**config.mk**
```make
export PLATFORM = sky130hd
export DESIGN_NAME = conv_top
export DESIGN_NICKNAME = d
export VERILOG_FILES = /design/src/rtl/conv_pkg.sv /design/src/rtl/conv_mac.sv /design/src/rtl/conv_top.sv
export SDC_FILE = /design/constraint.sdc
export NUM_CORES = 1
export LEC_CHECK = 0
export ABC_AREA = 0
export ABC_CLOCK_PERIOD_IN_PS = 2050
export CORE_MARGIN = 2
export CORE_UTILIZATION = 55
export CTS_CLUSTER_DIAMETER = 80
export DETAILED_ROUTE_END_ITERATION = 6
export PLACE_DENSITY = 0.73
export SYNTH_ARGS = -nofsm -noshare
export SYNTH_HDL_FRONTEND = slang
export SYNTH_HIERARCHICAL = 1
export SYNTH_SLANG_ARGS = --single-unit
```
**constraint.sdc**
```tcl
create_clock -name clk -period 2.05 [get_ports clk]
set_input_delay 0.5125 -clock clk [delete_from_list [all_inputs] [get_ports clk]]
set_output_delay 0.5125 -clock clk [all_outputs]
set_load 0.005 [all_outputs]
```
**src/rtl/conv_pkg.sv**
```systemverilog
// Shared types, default geometry and the output post-processing function for the conv stage.
package conv_pkg;

  localparam int IMG_W_DEF = 28;
  localparam int IMG_H_DEF = 28;
  localparam int K_DEF     = 3;
  localparam int DW_DEF    = 8;
  localparam int AW_DEF    = 20;

  localparam int OW   = IMG_W_DEF - K_DEF + 1;
  localparam int OH   = IMG_H_DEF - K_DEF + 1;
  localparam int NPIX = OW * OH;

  typedef enum logic [1:0] {IDLE, MAC, WRITE, DONE} conv_state_t;

  localparam logic signed [AW_DEF-1:0] SAT_MAX = AW_DEF'((2 ** DW_DEF) - 1);

  // ReLU, then arithmetic right shift, then clamp to the unsigned output range.
  function automatic logic [DW_DEF-1:0] relu_sat(input logic signed [AW_DEF-1:0] acc,
                                                 input int shift);
    logic signed [AW_DEF-1:0] v;
    v = acc >>> shift;
    if (acc < 0)
      relu_sat = '0;
    else if (v > SAT_MAX)
      relu_sat = '1;
    else
      relu_sat = v[DW_DEF-1:0];
  endfunction

endpackage

```
**src/rtl/conv_mac.sv**
```systemverilog
// Signed multiply-accumulate: unsigned pixel times signed weight, one product per enabled cycle.
module conv_mac #(
  parameter int DW = 8,
  parameter int AW = 20
) (
  input  logic                 clk,
  input  logic                 reset,
  input  logic                 clr,
  input  logic                 en,
  input  logic [DW-1:0]        pix,
  input  logic signed [DW-1:0] wgt,
  output logic signed [AW-1:0] acc
);

  logic signed [DW:0]   pix_s;
  logic signed [2*DW:0] prod;

  // The pixel gets a zero sign bit so the product is a true signed x unsigned multiply.
  assign pix_s = $signed({1'b0, pix});
  assign prod  = pix_s * wgt;

  // Accumulator register; clear wins over enable so a new window always starts from zero.
  always_ff @(posedge clk or negedge reset) begin
    if (!reset)
      acc <= '0;
    else if (clr)
      acc <= '0;
    else if (en)
      acc <= acc + AW'(prod);
  end

endmodule

```
**src/rtl/conv_top.sv**
```systemverilog
// Single-channel valid convolution with ReLU/shift/saturate; image, kernel and results in local memories.
module conv_top
  import conv_pkg::*;
#(
  parameter int    IMG_W    = IMG_W_DEF,
  parameter int    IMG_H    = IMG_H_DEF,
  parameter int    K        = K_DEF,
  parameter int    DW       = DW_DEF,
  parameter int    AW       = AW_DEF,
  parameter int    SHIFT    = 4,
  parameter string IMG_FILE = "image.mem",
  parameter string KER_FILE = "kernel.mem"
) (
  input  logic clk,
  input  logic start,
  input  logic reset,
  output logic done
);

  localparam int OWL = IMG_W - K + 1;
  localparam int OHL = IMG_H - K + 1;
  localparam int IAW = $clog2(IMG_W * IMG_H);
  localparam int KAW = $clog2(K * K + 1);
  localparam int OAW = $clog2(OWL * OHL);
  localparam int RW  = $clog2(OHL + 1);
  localparam int CW  = $clog2(OWL + 1);
  localparam int KW  = $clog2(K + 1);

  logic [DW-1:0] img_mem [IMG_W*IMG_H];
  logic [DW-1:0] ker_mem [K*K];
  logic [DW-1:0] out_mem [OWL*OHL];

  conv_state_t state, state_next;

  logic [RW-1:0] r;
  logic [CW-1:0] c;
  logic [KW-1:0] kr, kc;

  logic                 mac_en, mac_clr;
  logic                 last_k, last_pix;
  logic [IAW-1:0]       img_addr;
  logic [KAW-1:0]       ker_addr;
  logic [OAW-1:0]       out_addr;
  logic [DW-1:0]        pix;
  logic signed [DW-1:0] wgt;
  logic signed [AW-1:0] acc;

  // Window addressing: the current kernel tap over the current output position.
  always_comb begin
    img_addr = IAW'((int'(r) + int'(kr)) * IMG_W + int'(c) + int'(kc));
    ker_addr = KAW'(int'(kr) * K + int'(kc));
    out_addr = OAW'(int'(r) * OWL + int'(c));
    pix      = img_mem[img_addr];
    wgt      = $signed(ker_mem[ker_addr]);
    last_k   = (kr == KW'(K - 1)) && (kc == KW'(K - 1));
    last_pix = (r == RW'(OHL - 1)) && (c == CW'(OWL - 1));
  end

  conv_mac #(.DW(DW), .AW(AW)) u_mac (
    .clk   (clk),
    .reset (reset),
    .clr   (mac_clr),
    .en    (mac_en),
    .pix   (pix),
    .wgt   (wgt),
    .acc   (acc)
  );

  // State register.
  always_ff @(posedge clk or negedge reset) begin
    if (!reset)
      state <= IDLE;
    else
      state <= state_next;
  end

  // Next-state and MAC control; the accumulator is cleared whenever no window is being summed.
  always_comb begin
    state_next = state;
    mac_en     = 1'b0;
    mac_clr    = 1'b0;
    case (state)
      IDLE: begin
        mac_clr = 1'b1;
        if (start)
          state_next = MAC;
      end
      MAC: begin
        mac_en = 1'b1;
        if (last_k)
          state_next = WRITE;
      end
      WRITE: begin
        mac_clr = 1'b1;
        state_next = last_pix ? DONE : MAC;
      end
      DONE: begin
        if (!start)
          state_next = IDLE;
      end
      default: state_next = IDLE;
    endcase
  end

  // Kernel tap counters (kc fastest) and output position counters (c fastest).
  always_ff @(posedge clk or negedge reset) begin
    if (!reset) begin
      r  <= '0;
      c  <= '0;
      kr <= '0;
      kc <= '0;
    end else begin
      case (state)
        IDLE: begin
          r  <= '0;
          c  <= '0;
          kr <= '0;
          kc <= '0;
        end
        MAC: begin
          if (kc == KW'(K - 1)) begin
            kc <= '0;
            kr <= (kr == KW'(K - 1)) ? '0 : kr + 1'b1;
          end else begin
            kc <= kc + 1'b1;
          end
        end
        WRITE: begin
          if (c == CW'(OWL - 1)) begin
            c <= '0;
            r <= (r == RW'(OHL - 1)) ? '0 : r + 1'b1;
          end else begin
            c <= c + 1'b1;
          end
        end
        default: ;
      endcase
    end
  end

  // Result store; deliberately not reset so a partial run stays visible after an abort.
  always_ff @(posedge clk) begin
    if (state == WRITE)
      out_mem[out_addr] <= relu_sat(acc, SHIFT);
  end

  // done is a registered copy of the DONE state, so it trails the state by one clock.
  always_ff @(posedge clk or negedge reset) begin
    if (!reset)
      done <= 1'b0;
    else
      done <= (state == DONE);
  end

endmodule

```
==> results of run 1 <==
[cells by family (layout without fill, tap and decap cells)]
logic type                 count (synthesis)  count (layout)  synth area share, %
and+or+nand+nor                           43              43                 26.9
AOI/OAI and AO/OA                         23              23                 15.5
DFF                                       17              17                 44.4
buffers and inverters                      9              14                 5.87
adders and majority gates                  4               4                 5.22
muxes                                      2               2                 2.09
[Yosys cell counts, types with 3 or more instances]
library cell  number  area, µm²
dfrtp_1           17        425
nand2_1           14       52.6
o21ai_0            8       40.0
nand3_1            7       35.0
ha_1               4       50.1
inv_1              4       15.0
buf_6              3       33.8
nor2_1             3       11.3
o211ai_1           3       22.5
or4b_1             3       30.0
[how the worst max path moves through the flow]
stage / endpoint / slack, ns / depth (start not counted)
global route: r[3]$_DFFE_PN0P_ / 0.31 / 5
detailed placement: r[1]$_DFFE_PN0P_ / 0.44 / 5
global placement: r[1]$_DFFE_PN0P_ / 0.52 / 5
CTS: done / 0.40 / 1
floorplan: r[0]$_DFFE_PN0P_ / 0.54 / 6
finish: done / 0.42 / 1
[cells in the final DEF, fill, tap and decap left out, types with 3 or more instances in the layout]
| master | instances |
|---|---|
| o21ai_0 | 8 |
| clkbuf_4 | 3 |
| buf_4 | 3 |
| dfrtp_1 | 17 |
| or4b_1 | 3 |
| nand3_1 | 7 |
| nor2_1 | 3 |
| nand2_1 | 14 |
| inv_1 | 4 |
| clkdlybuf4s50_1 | 3 |
| o211ai_1 | 3 |
| ha_1 | 4 |
[registers in the layout, summed over array words and instances, names as in the netlist]
signal  flops
kc          2
kr          2
r           5
done        1
c           5
state       2
[power by group]
group	internal (W)	switching [W]	total, W
sequential	0.000402	0.0000594	0.000461
clock	0.0000758	0.000104	0.000180
combinational	0.000132	0.000172	0.000304
[final cells by class]
class	count	share of cell area, %
clock buffer	4	2.58
inverter	4	1.48
multi-input combinational	72	46.9
sequential	17	41.8
tap	17	2.09
timing repair buffer	6	5.17
[stage by stage]
step,std cells,hold slack [ns],power [W],worst slack [ns]
finish,120,0.492,0.000946,0.415
global route,120,0.526,0.00102,0.309
CTS,120,0.505,0.000960,0.397
detailed placement,116,0.537,0.000778,0.442
global placement,116,0.517,0.000760,0.517
floorplan,98,0.217,0.000704,0.545
[metal layers]
| metal | share of wire [%] | track usage, % | wire, µm |
|---|---|---|---|
| met2 | 52 | 31.5 | 896 |
| met5 | 0 | 0 | 0 |
| met4 | 0.70 | 12.6 | 12 |
| met1 | 44 | 26.5 | 761 |
| met3 | 2.7 | 5.95 | 47 |
==> results.sh, run 1 <==
export IMPL_crit_required_ns=1.54
export IMPL_placementRows=15
export IMPL_cp_arrival_ns=1.12
export IMPL_clock_sinks=17
export IMPL_routed_wl_um=1720
export IMPL_multi_input_area_um2=477
export IMPL_grt_max_degree=23
export IMPL_ys_flop_type="dfrtp_1"
export IMPL_cts_root_buf="clkbuf_4"
export IMPL_clockBufferDepth=2
export IMPL_die_w_um=45.7
export IMPL_place_gp_congestion=0.786
export IMPL_wl_per_cell_um=14.3
export IMPL_finalCritPeriodShare_pct=79.8
export IMPL_final_area_mm2=0.00102
export IMPL_cts_hold_buf=0
export IMPL_critPathTopFamily="buffers and inverters"
export IMPL_path_buf_inv=1
export IMPL_drive_gt1_share_pct=9.71
export IMPL_r2r_start="c[1]$_DFFE_PN0P_"
export IMPL_slew_headroom_pct=71.6
export IMPL_design_core_area_mm2=0.00169
export IMPL_grt_overflow=0
export IMPL_yosysWarnings=6
export IMPL_hold_viol_final=0
export IMPL_vias=748
export IMPL_rr_endpoint="r[1]$_DFFE_PN0P_"
export IMPL_worstRegToRegCells=5
export IMPL_synth_edf_count=0
export IMPL_placed_cell_area_um2=991
export IMPL_min_period_ns=1.63
export IMPL_cts_resized=0
export IMPL_syn_avg_cell_area_um2=9.78
export IMPL_path_class="flip-flop to output pin"
export IMPL_pwr_density_cell_mw_per_mm2=930
export IMPL_insertion_delay_ns=0.29
export IMPL_r2r_slack_ns=0.44
export IMPL_fmax_mhz=612
export IMPL_cts_tree="yes"
export IMPL_post_cts_buffers=0
export IMPL_mappedNetlistArea_um2=958
export IMPL_yosysSeqAreaShare_pct=44.4
export IMPL_vias_per_cell=6.23
export IMPL_peakVddDrop_mv=0.548
export IMPL_register_area_um2=425
export IMPL_grt_pass1_wl_um=2990
export IMPL_skew_ns=0.00572
export IMPL_start_util_pct=56.7
export IMPL_slowest_delay_ns=0.50
export IMPL_critPathSlowestCell="clkdlybuf4s50_1"
export IMPL_postSynthCellCount=98
export IMPL_dieHeight_um=45.7
export IMPL_antenna_cells=0
export IMPL_grt_pass1_vias=710
export IMPL_rsz0062_at_grt="no"
export IMPL_worstMarginPinSlew_ns=0.419
export IMPL_cts_buffers=3
export IMPL_async_reset_ff_share_pct=100
export IMPL_syn_num_nets=105
export IMPL_ys_ff_latch=17
export IMPL_crit_chain="clkdlybuf4s50_1"
export IMPL_finalMaxSlewViolations=0
export IMPL_synth_distinct_cells=36
export IMPL_crit_start="done$_DFF_PN0_"
export IMPL_power_leakage_nw=0.460
export IMPL_cp_max_fo=1
export IMPL_dieArea_mm2=0.00209
export IMPL_htreeDepth=1
export IMPL_antenna_found_initial=0
export IMPL_maxCapViolCount=0
export IMPL_setup_viol=0
export IMPL_hpwlAfterDp_um=1210
export IMPL_end_kind="output pin"
export IMPL_io_buffer_count=3
export IMPL_hold_class="input pin to async pin"
export IMPL_nFillCells=143
export IMPL_drt_iter0_markers=5
export IMPL_fin_util_pct=60.2
export IMPL_status="complete, no violations"
export IMPL_startpoint_type="flip-flop"
export IMPL_nets=111
export IMPL_ant_nets=0
export IMPL_dr_pass1_iters=4
export IMPL_track_usage_pct=20.9
export IMPL_fin_setup_tns_ns=0
export IMPL_drcViolationCount=0
export IMPL_clk_pin_slew_ns=0.10
export IMPL_syn_to_final_growth_pct=6.14
export IMPL_ios=4
No activity file was read; power rests on OpenSTA's default activity.
==> run 2, diff against run 1 <==
--- a/config.mk
+++ b/config.mk
@@ -6,9 +6,10 @@
 export NUM_CORES = 1
 export LEC_CHECK = 0
 export ABC_AREA = 0
-export ABC_CLOCK_PERIOD_IN_PS = 2050
+export ABC_CLOCK_PERIOD_IN_PS = 1500
+export CORE_ASPECT_RATIO = 1.4
 export CORE_MARGIN = 2
-export CORE_UTILIZATION = 55
+export CORE_UTILIZATION = 52
 export CTS_CLUSTER_DIAMETER = 80
 export DETAILED_ROUTE_END_ITERATION = 6
 export PLACE_DENSITY = 0.73
==> constraint.sdc (replaced) <==
create_clock -name clk -period 1.5 [get_ports clk]
set_input_delay 0.375 -clock clk [delete_from_list [all_inputs] [get_ports clk]]
set_output_delay 0.375 -clock clk [all_outputs]
set_load 0.005 [all_outputs]
==> results.sh, run 2 (synthesized netlist as in run 1, its figures left out) <==
export IMPL_grt_max_degree=23
export IMPL_min_period_ns=1.51
export IMPL_dieArea_mm2=0.00221
export IMPL_cp_arrival_ns=1.73
export IMPL_vias=823
export IMPL_skew_ns=0.0135
export IMPL_cts_buffers=3
export IMPL_antenna_cells=0
export IMPL_clock_sinks=17
export IMPL_fin_util_pct=65.6
export IMPL_rsz0062_at_grt="yes"
export IMPL_layout_commonest_cell="dfrtp_1"
export IMPL_start_util_pct=54.6
export IMPL_finalMaxSlewViolations=0
export IMPL_cts_tree="yes"
export IMPL_path_class="flip-flop to flip-flop"
export IMPL_drt_iter0_markers=22
export IMPL_worstMarginPinSlew_ns=0.393
export IMPL_placementRows=18
export IMPL_finalCritPeriodShare_pct=101
export IMPL_dieHeight_um=54.8
export IMPL_slew_headroom_pct=73.4
export IMPL_place_gp_congestion=0.757
export IMPL_dr_pass1_iters=4
export IMPL_insertion_delay_ns=0.30
export IMPL_final_cell_mix="dfrtp_1 (17), nand2_1 (14), buf_4 (12), o21ai_0 (8), nand3_1 (6)"
export IMPL_io_buffer_count=3
export IMPL_maxCapViolCount=0
export IMPL_cp_max_fo=6
export IMPL_routed_wl_um=2110
export IMPL_critPathSlowestCell="or4b_1"
export IMPL_die_w_um=40.3
export IMPL_wl_per_cell_um=15.7
export IMPL_cts_root_buf="clkbuf_4"
export IMPL_syn_to_final_growth_pct=20.2
export IMPL_hold_viol_final=0
export IMPL_htreeDepth=1
export IMPL_grt_pass1_wl_um=3380
export IMPL_end_kind="flip-flop"
export IMPL_path_buf_inv=0
export IMPL_critPathTopFamily="simple AND/OR/NAND/NOR gates"
export IMPL_peakVddDrop_mv=0.755
export IMPL_hold_class="input pin to async pin"
export IMPL_setup_viol=1
export IMPL_status="finished with violations"
export IMPL_crit_required_ns=1.71
export IMPL_drive_gt1_share_pct=24.6
export IMPL_nets=122
export IMPL_antenna_found_initial=0
export IMPL_crit_chain="ha_1, nand4b_1, or4b_1, o211ai_1"
export IMPL_power_leakage_nw=0.541
export IMPL_pwr_density_cell_mw_per_mm2=1180
export IMPL_track_usage_pct=23.2
export IMPL_startpoint_type="flip-flop"
export IMPL_ant_nets=0
export IMPL_reg_top3="c: 5 flops, r: 5 flops"
export IMPL_grt_pass1_vias=789
export IMPL_clk_pin_slew_ns=0.11
export IMPL_ios=4
export IMPL_holdWs_ns=0.387
export IMPL_layout_setup_ws_ns=-0.0135
export IMPL_failed_checks="setup timing"
export IMPL_slowest_delay_ns=0.46
export IMPL_fmax_mhz=661
export IMPL_design_core_area_mm2=0.00176
export IMPL_clockBufferDepth=2
export IMPL_grt_overflow=0
export IMPL_hpwlAfterDp_um=1270
export IMPL_drcViolationCount=0
export IMPL_vias_per_cell=6.14
## run 2: cell count changes in the layout (fill, tap and decap cells not counted), moves of 2 or more
cell | previous run | this run
or4_4 | 0 | 2
ha_1 | 4 | 2
buf_4 | 3 | 12
ha_4 | 0 | 2
or4_1 | 2 | 0
## run 2: worst register-to-register path: cells and delay by family, from the launching register on
family	cells	cell delay, ns
DFF	1	0.41
AOI/OAI and AO/OA	1	0.10
and+or+nand+nor	2	0.68
adders and majority gates	1	0.22
## run 2: what timing repair did
item / 4_1_cts / 5_1_grt
hold buffers: 0 / 0
cloned: 1 / 0
pin swaps: 0 / 4
endpoints found under the setup margin: 6 / 7
setup buffers: 0 / 3
gates resized for setup: 2 / 7
## run 2: area by class of cell
type	count	area (µm²)
clock buffers	3	22.5
clock inverters	1	5.00
fillers	139	604
inverters	4	15.0
multi-input cells	73	529
flip-flops and latches	17	425
well taps	20	25.0
repair buffers	16	130
## run 2: per-layer routing
| layer | part of all wire, % | routed length [µm] | GRT usage [%] | vias to the layer above |
|---|---|---|---|---|
| li1 | - | - | - | 391 |
| met3 | 3.1 | 66 | 4.07 | 6 |
| met1 | 41 | 855 | 25.3 | 410 |
| met2 | 54 | 1130 | 40.3 | 16 |
| met5 | 0 | 0 | 0 | - |
| met4 | 2.8 | 58 | 13.3 | 0 |
## run 2: power breakdown
| group | total (W) | leakage, nW | switching [W] | internal, W |
|---|---|---|---|---|
| logic | 0.000478 | 0.295 | 0.000263 | 0.000215 |
| registers | 0.000629 | 0.228 | 0.0000791 | 0.000550 |
| clock network | 0.000251 | 0.0177 | 0.000152 | 0.0000995 |
| total | 0.00136 | 0.541 | 0.000494 | 0.000864 |
## run 2: path summary, 6_finish.rpt
kind | start | cells after the start | end | slack [ns]
setup reg to reg | r[0]$_DFFE_PN0P_ | 4 | r[1]$_DFFE_PN0P_ | -0.01
hold reg to reg | kr[1]$_DFFE_PN0P_ | 2 | kr[1]$_DFFE_PN0P_ | 0.55
max in group asynchronous | reset | 2 | r[1]$_DFFE_PN0P_ | 0.91
hold / removal | reset | 2 | kr[0]$_DFFE_PN0P_ | 0.39
min in group clk | kr[1]$_DFFE_PN0P_ | 2 | kr[1]$_DFFE_PN0P_ | 0.55
setup / recovery | r[0]$_DFFE_PN0P_ | 4 | r[1]$_DFFE_PN0P_ | -0.01
## run 2: through the flow
| step | instances | TNS, ns | power [W] | worst slack [ns] | instance area [µm²] |
|---|---|---|---|---|---|
| 5_1_grt | 134 | -0.315 | 0.00147 | -0.0719 | 1150 |
| 6_report | 134 | -0.0135 | 0.00136 | -0.0135 | 1150 |
| 3_5_place_dp | 126 | -0.00136 | 0.00108 | -0.000811 | 1050 |
| 2_1_floorplan | 98 | 0 | 0.000964 | 0.0140 | 961 |
| 4_1_cts | 131 | 0 | 0.00136 | 0.00135 | 1100 |
| 3_3_place_gp | 126 | 0 | 0.00107 | 0.0335 | 1050 |
